$ cat src/rtl/uart_tx_arbiter.sv
// Message-granular round-robin arbiter feeding one byte-wide UART transmitter.
// Ownership is locked from FETCH until the last byte completes or the owner stalls too long.
module uart_tx_arbiter #(
  parameter int NUM_REQ      = 2,
  parameter int GAP_CYCLES   = 0,
  parameter int HOLD_TIMEOUT = 1024
) (
  input  logic                   clk,
  input  logic                   rst_n,
  input  logic [NUM_REQ-1:0]     req_valid,
  input  logic [8*NUM_REQ-1:0]   req_data,
  input  logic [NUM_REQ-1:0]     req_last,
  output logic [NUM_REQ-1:0]     req_ready,
  output logic [NUM_REQ-1:0]     grant,
  output logic                   uart_transmit,
  output logic [7:0]             uart_tx_byte,
  input  logic                   uart_is_transmitting,
  output logic                   busy,
  output logic                   msg_done
);

  localparam int OWN_W = (NUM_REQ > 1) ? $clog2(NUM_REQ) : 1;
  localparam int GAP_W = (GAP_CYCLES > 0) ? $clog2(GAP_CYCLES + 1) : 1;
  localparam int TO_W  = $clog2(HOLD_TIMEOUT + 1);
  localparam logic [GAP_W-1:0]   GAP_END = GAP_W'((GAP_CYCLES > 0) ? GAP_CYCLES - 1 : 0);
  localparam logic [TO_W-1:0]    TO_END  = TO_W'(HOLD_TIMEOUT - 1);
  localparam logic [NUM_REQ-1:0] ONE     = NUM_REQ'(1);

  typedef enum logic [2:0] {
    IDLE, FETCH, START, WAIT_BUSY, WAIT_DONE, GAP
  } state_t;

  state_t             r_state;
  logic [NUM_REQ-1:0] r_grant;
  logic [OWN_W-1:0]   r_owner;
  logic [OWN_W-1:0]   r_last_owner;
  logic               r_last;
  logic [GAP_W-1:0]   r_gap_cnt;
  logic [TO_W-1:0]    r_to_cnt;
  logic               r_transmit;
  logic [7:0]         r_tx_byte;
  logic               r_msg_done;

  logic [OWN_W-1:0]   w_pick;
  logic [OWN_W-1:0]   w_idx;
  logic               w_found;
  logic [7:0]         w_own_data;
  logic               w_own_valid;
  logic               w_own_last;
  logic               w_timeout;
  logic               w_byte_end;
  logic               w_release;

  // Round-robin search starting just after the previous owner.
  always_comb begin
    w_pick  = '0;
    w_idx   = '0;
    w_found = 1'b0;
    for (int k = 1; k <= NUM_REQ; k++) begin
      w_idx = OWN_W'((int'(r_last_owner) + k) % NUM_REQ);
      if (!w_found && req_valid[w_idx]) begin
        w_found = 1'b1;
        w_pick  = w_idx;
      end
    end
  end

  always_comb begin
    w_own_data = '0;
    for (int i = 0; i < NUM_REQ; i++) begin
      if (r_grant[i]) w_own_data = req_data[8*i +: 8];
    end
  end

  assign w_own_valid = |(req_valid & r_grant);
  assign w_own_last  = |(req_last & r_grant);
  assign w_timeout   = (r_state == FETCH) && !w_own_valid && (r_to_cnt == TO_END);
  assign w_byte_end  = ((r_state == WAIT_DONE) && !uart_is_transmitting && (GAP_CYCLES == 0)) ||
                       ((r_state == GAP) && (r_gap_cnt == GAP_END));
  assign w_release   = w_timeout || (w_byte_end && r_last);

  always_ff @(posedge clk or negedge rst_n) begin
    if (!rst_n) begin
      r_state      <= IDLE;
      r_grant      <= '0;
      r_owner      <= '0;
      r_last_owner <= OWN_W'(NUM_REQ - 1);
      r_last       <= 1'b0;
      r_gap_cnt    <= '0;
      r_to_cnt     <= '0;
      r_transmit   <= 1'b0;
      r_tx_byte    <= 8'h00;
      r_msg_done   <= 1'b0;
    end else begin
      r_transmit <= 1'b0;
      r_msg_done <= 1'b0;
      case (r_state)
        IDLE: begin
          if (w_found) begin
            r_grant <= ONE << w_pick;
            r_owner <= w_pick;
            r_state <= FETCH;
          end
        end
        FETCH: begin
          if (w_own_valid) begin
            r_tx_byte  <= w_own_data;
            r_last     <= w_own_last;
            r_to_cnt   <= '0;
            r_transmit <= 1'b1;
            r_state    <= START;
          end else if (!w_timeout) begin
            r_to_cnt <= r_to_cnt + 1'b1;
          end
        end
        START:     r_state <= WAIT_BUSY;
        WAIT_BUSY: if (uart_is_transmitting) r_state <= WAIT_DONE;
        WAIT_DONE: if (!uart_is_transmitting && (GAP_CYCLES > 0)) r_state <= GAP;
        GAP: begin
          if (r_gap_cnt == GAP_END) r_gap_cnt <= '0;
          else                      r_gap_cnt <= r_gap_cnt + 1'b1;
        end
        default:   r_state <= IDLE;
      endcase

      // Post-byte decision and stall timeout share the release path.
      if (w_byte_end && !r_last) r_state <= FETCH;
      if (w_release) begin
        r_msg_done   <= 1'b1;
        r_last_owner <= r_owner;
        r_grant      <= '0;
        r_to_cnt     <= '0;
        r_state      <= IDLE;
      end
    end
  end

  assign grant         = r_grant;
  assign req_ready     = (r_state == FETCH) ? r_grant : '0;
  assign uart_transmit = r_transmit;
  assign uart_tx_byte  = r_tx_byte;
  assign busy          = (r_state != IDLE);
  assign msg_done      = r_msg_done;

endmodule

$ cat config.mk
export PLATFORM = sky130hd
export DESIGN_NAME = uart_tx_arbiter
export DESIGN_NICKNAME = d
export VERILOG_FILES = /design/src/rtl/uart_tx_arbiter.sv
export SDC_FILE = /design/constraint.sdc
export NUM_CORES = 1
export LEC_CHECK = 0
export BUFFER_PORTS_ARGS = -buffer_cell sky130_fd_sc_hd__buf_2
export CAP_MARGIN = 20
export CORE_MARGIN = 2
export CORE_UTILIZATION = 56
export CTS_CLUSTER_SIZE = 8
export DETAILED_ROUTE_END_ITERATION = 10
export PLACE_DENSITY = 0.83
export SYNTH_ARGS = -nofsm -noshare
export SYNTH_HDL_FRONTEND = slang
export SYNTH_SLANG_ARGS = --single-unit
$ cat constraint.sdc
create_clock -name clk -period 3.05 [get_ports clk]
set_input_delay 0.1525 -clock clk [delete_from_list [all_inputs] [get_ports clk]]
set_output_delay 0.1525 -clock clk [all_outputs]
set_load 0.005 [all_outputs]
Word level (Yosys, flattened, before mapping)
Index checks and enable logic that the tools add are counted.

Register bits: 30. Bits of input ports: 23. Output and inout port bits: 15. Logic and storage cells: 85.

$add $sub $neg: 4. Magnitude comparators: 2. Eq/ne operators: 11. Shifts and indexed selects: 1. Muxes and demuxes: 28. Bitwise gates (word level): 3. Reductions and logical operators: 26.

Operators by type and width (number): 2-to-1 mux 11 bit (4); 2-to-1 mux 8 bit (2); 2-to-1 mux 3 bit (5); case mux 3 bit (5 select lines) (1); 2-to-1 mux 1 bit (12); adder 11 x 1 -> 11 bit, second input constant (1); == test 11 x 10 -> 1 bit, second input constant (1); 2-to-1 mux 2 bit (4); inequality test 4 bit, second input constant (2); AND reduction 2 bit (4); logical AND 1 bit (7); == test 3 x 2 -> 1 bit, second input constant (2); == test 3 bit, second input constant (2); nonzero test 2 bit (3); OR reduction 2 bit (3); AND 2 bit (2); zero test 1 bit (4); less-than comparator 1 x 2 -> 1 bit, second input constant (2); inequality test 4 x 3 -> 1 bit, second input constant (1); AND reduction 4 bit (1); adder 1 bit, second input constant (3); == test 3 x 1 -> 1 bit, second input constant (1); zero test 3 bit (1); inequality test 3 x 1 -> 1 bit, second input constant (1); 5 further kinds (6).

Longest topological paths before layout
Depth after elaboration: 11. Depth in mapped cells: 7. Gate-level depth less buffers: 5.

Worst setup path before layout
OpenSTA, ideal clock, no wires.

Path kind: register -> register. Start point: reg r_to_cnt[0]. End point: reg r_last_owner. Library setup time: 0.082 ns. Arrival time: 1.791 ns. Required time: 2.968 ns. Slack: 1.177 ns. Stages on the path, launching flop included: 7. Clock period less this slack: 1.873 ns. Cells stage by stage: dfrtp_1 -> ha_1 -> nand3_1 -> or4_4 -> buf_6 -> o32ai_4 -> mux2_4.

Longest elaborated chain between the ends: 3.

RTL lines: start: declaration (line 39) `logic [TO_W-1:0] r_to_cnt;`; start signal: assignment (line 113) `r_to_cnt <= r_to_cnt + 1'b1;`; == test 11 x 10 -> 1 bit (line 77) `assign w_timeout = (r_state == FETCH) && !w_own_valid && (r_to_cnt == TO_END);`; logical AND 1 bit (line 77); logical OR 1 bit (line 80) `assign w_release = w_timeout || (w_byte_end && r_last);`; named net w_release (line 52) `logic w_release;`; end signal: assignment (line 87) `r_last_owner <= OWN_W'(NUM_REQ - 1);`; end signal: assignment (line 130) `r_last_owner <= r_owner;`; end: declaration (line 36) `logic [OWN_W-1:0] r_last_owner;`.

The timed path passes the listed nets, and every way through them passes these cells. A chain may end at the register's enable or synchronous reset.

Worst setup path in the final report
Ends and elaborated chain as after synthesis.

==> run_results.csv <==
group,metric,value,unit
synthesis,synth_edf_count,0,
die,io_pins,38,
synthesis,yosys_warnings,0,
grt,met3_usage,4.918,%
worst_setup_path,crit_slowest_cell,"or4_4",
timing,period_needed,1.986,ns
worst_setup_path,crit_required,3.32,ns
grt,grt_pass1_wl,5299,µm
worst_setup_path,cp_top_family,"simple AND/OR/NAND/NOR gates",
synthesis,synthTopCellsByArea,"dfrtp_1, a21oi_1, a22oi_1",
final_layout,syn_to_final_growth,16.65,%
synthesis,synth-async-reset-ratio,100.0,%
synthesis,netlist_instances,153,
worst_setup_path,cp_slowest_stage_delay,0.60,ns
clock_tree,cts-buffers-inserted,5,
timing,setup_violations,0,
clock_tree,htreeDepth,2,
grt,grt_max_degree,30,
hold_path,hold_class,"in2reg",
clock_tree,clock_path_buffers,2,
drt,post_drt_wl_per_cell,15.14,µm
place,dp_hpwl,2401,µm
synthesis,synth_seq_cells,29,
synthesis,synthTopCellsByCount,"dfrtp_1, a21oi_1, nor2_1",
synthesis,synth.yosys.seq_area_share,48.86,%
grt,grt_busiest_layer,"met2",
timing,clock.fmax,503.4,MHz
worst_setup_path,crit_start,"r_to_cnt[0]",
clock_tree,root_buffer,"clkbuf_4",
clock_tree,clk_latency,0.33,ns
run,maxCapViolations,0,
worst_setup_path,critPathKind,"reg2reg",
grt,antenna_found_initial,0,
drt,drt_iter0_markers,36,
timing,slew_headroom,56.06,%
synthesis,synth_top_area_share,47.10,%
synthesis,synth_cell_types,47,
worst_setup_path,path_buf_inv,0,
worst_setup_path,critPathCapture,"r_last_owner",
final_layout,final_core_util,69.42,%
worst_setup_path,crit_fanout,8,
drt,antenna_left,0,
grt,grtUsageMet2,33.67,%
grt,first_global_vias,1165,
synthesis,synth_fp_nets,177,
die,die_x,55.54,µm
timing,timing.final.crit_share,65.13,%
worst_setup_path,startpoint_type,"register",
die,row_count,18,
clock_tree,cts_tree,"done",
timing,tightest_slew,0.6584,ns
timing,finClkSkew,0.009713,ns
synthesis,syn_area,1488,µm²
grt,overflow,0,
worst_setup_path,endpoint_kind,"register",
clock_tree,cts.clk_slew.worst_paths,0.09,ns
clock_tree,postCtsSetupRepairBufs,0,
final_layout,multiInputGateArea,698.2,µm²
final_layout,num-nets-final,214,
clock_tree,cts_sinks,29,
final_layout,fillCellCount,205,
worst_setup_path,crit_cells,5,
pwr,ir_worst_vdd,0.6360,mV
synthesis,yosys.area.top_type,"dfrtp_1",
timing,final.setup.tns,0,ns
worst_setup_path,arrival,2.26,ns
grt,grt_usage,22.14,%
timing,hold_viol,0,
clock_tree,cts.repair.resized,0,
synthesis,yosysMostFrequentCell,"dfrtp_1",
pwr,power.density,891.0,nW/µm²
drt,finalWirelength,3330,µm
synthesis,syn_avg_cell_area,9.723,µm²
die,dieArea,3085,µm²
timing,slew_viol_final,0,
worst_setup_path,reg2reg_depth,5,
die,start_util,59.51,%
drt,avgViaCountPerCell,6.064,
hold_path,whs_path_depth,2,
drt,dr.pass1.iters,4,
clock_tree,cts_hold_buf,1,
place,port_buffers,37,
drt,drcViolationCount,0,
final_layout,drive_above_1_share,27.37,%
timing,rsz0062_at_grt,"no",
pwr,finalPower,1.546,mW
place,gp_congestion,0.9231,
final_layout,ff_latch_area,726.9,µm²
worst_setup_path,rrSetupSlack,1.06,ns
worst_setup_path,crit_chain,"ha_1 > nand3_1 > or4_4 > o32ai_4 > mux2_4",
worst_setup_path,timing.rr.start,"r_to_cnt[0]",
synthesis,synth_ff_type,"dfrtp_1",
die,die_h,55.54,µm
status,status,"completed",
grt,use_met1,30.14,%
pwr,leakagePower,0.7879,nW
drt,num_vias,1334,
die,core,2500,µm²
final_layout,antenna_cells,0,
worst_setup_path,rr_endpoint,"r_last_owner",
==> metal layers <==
metal  vias up  part of all wire, %
met5         -                    0
met3        10                  5.0
li1        642                    -
met4         0                  2.5
met1       633                   46
met2        49                   47
==> worst register-to-register path, stage by stage, from the launching register on <==
cell and delay [ns]:
dfrtp_1 0.42, ha_1 0.23, nand3_1 0.18, or4_4 0.60
o32ai_4 0.18, mux2_4 0.33
==> flip-flops by register name (all words and copies together) (netlist names) <==
| register | count |
|---|---|
| grant | 2 |
| r_last | 1 |
| r_state | 3 |
| r_to_cnt | 11 |
| uart_tx_byte | 8 |
| uart_transmit | 1 |
| r_last_owner | 1 |
| r_owner | 1 |
| msg_done | 1 |
==> per-stage QoR <==
step	hold slack (ns)	setup WS, ns	instances	instance area [µm²]
after global placement	0.1972	1.170	212	1670
final	0.05313	1.064	220	1735
after detailed placement	0.2064	1.093	212	1670
after CTS	0.04643	1.082	220	1735
after floorplan	-0.1431	1.177	153	1488
after global routing	0.05395	0.9458	220	1735
==> layout by cell type, fill, tap and decap left out, types with 2 or more instances in the layout <==
master	Yosys	final
nor4_1	3	3
o21ai_0	5	5
nand3_1	6	6
buf_2	1	37
nand2b_1	3	3
dfrtp_1	28	28
and3_1	2	2
a311oi_1	2	2
nor3_1	8	8
a21o_1	2	2
clkbuf_4	0	5
and2_1	2	2
a21oi_1	16	16
a31oi_1	2	2
nor2_2	2	2
a22oi_1	10	10
inv_1	6	6
nand2_1	8	8
nor2_1	12	12
nor2b_1	4	4
==> cell type report <==
| type | count | area share (%) |
|---|---|---|
| inverters | 6 | 1.298 |
| flip-flops and latches | 29 | 41.89 |
| repair buffers | 38 | 11.25 |
| well taps | 30 | 2.163 |
| clock buffers | 7 | 3.172 |
| multi-input cells | 110 | 40.23 |
==> cells by family (layout without fill, tap and decap cells) <==
| logic type | count (synthesis) | in the layout | synth area share, % |
|---|---|---|---|
| mux | 2 | 2 | 1.682 |
| compound gates | 48 | 48 | 22.54 |
| buf+inv | 14 | 51 | 4.204 |
| xor+xnor | 1 | 1 | 0.5888 |
| simple gates | 58 | 58 | 21.28 |
| fa+ha+maj | 1 | 1 | 0.8409 |
| flops | 29 | 29 | 48.86 |
==> power breakdown <==
part | total, mW | internal [mW] | switching, mW
combinational | 0.647 | 0.289 | 0.358
clock | 0.237 | 0.109 | 0.129
sequential | 0.662 | 0.521 | 0.142
total | 1.55 | 0.918 | 0.628
==> worst min-delay path by stage <==
stage	from	endpoint	slack (ns)
6_report	uart_is_transmitting	r_state[1]	0.05
5_1_grt	uart_is_transmitting	r_state[1]	0.05
4_1_cts	uart_is_transmitting	r_state[1]	0.05
3_5_place_dp	rst_n	r_to_cnt[6]	0.21
3_3_place_gp	rst_n	r_to_cnt[6]	0.20
2_1_floorplan	rst_n	grant[0]	-0.14
No activity file was read; power rests on OpenSTA's default activity.
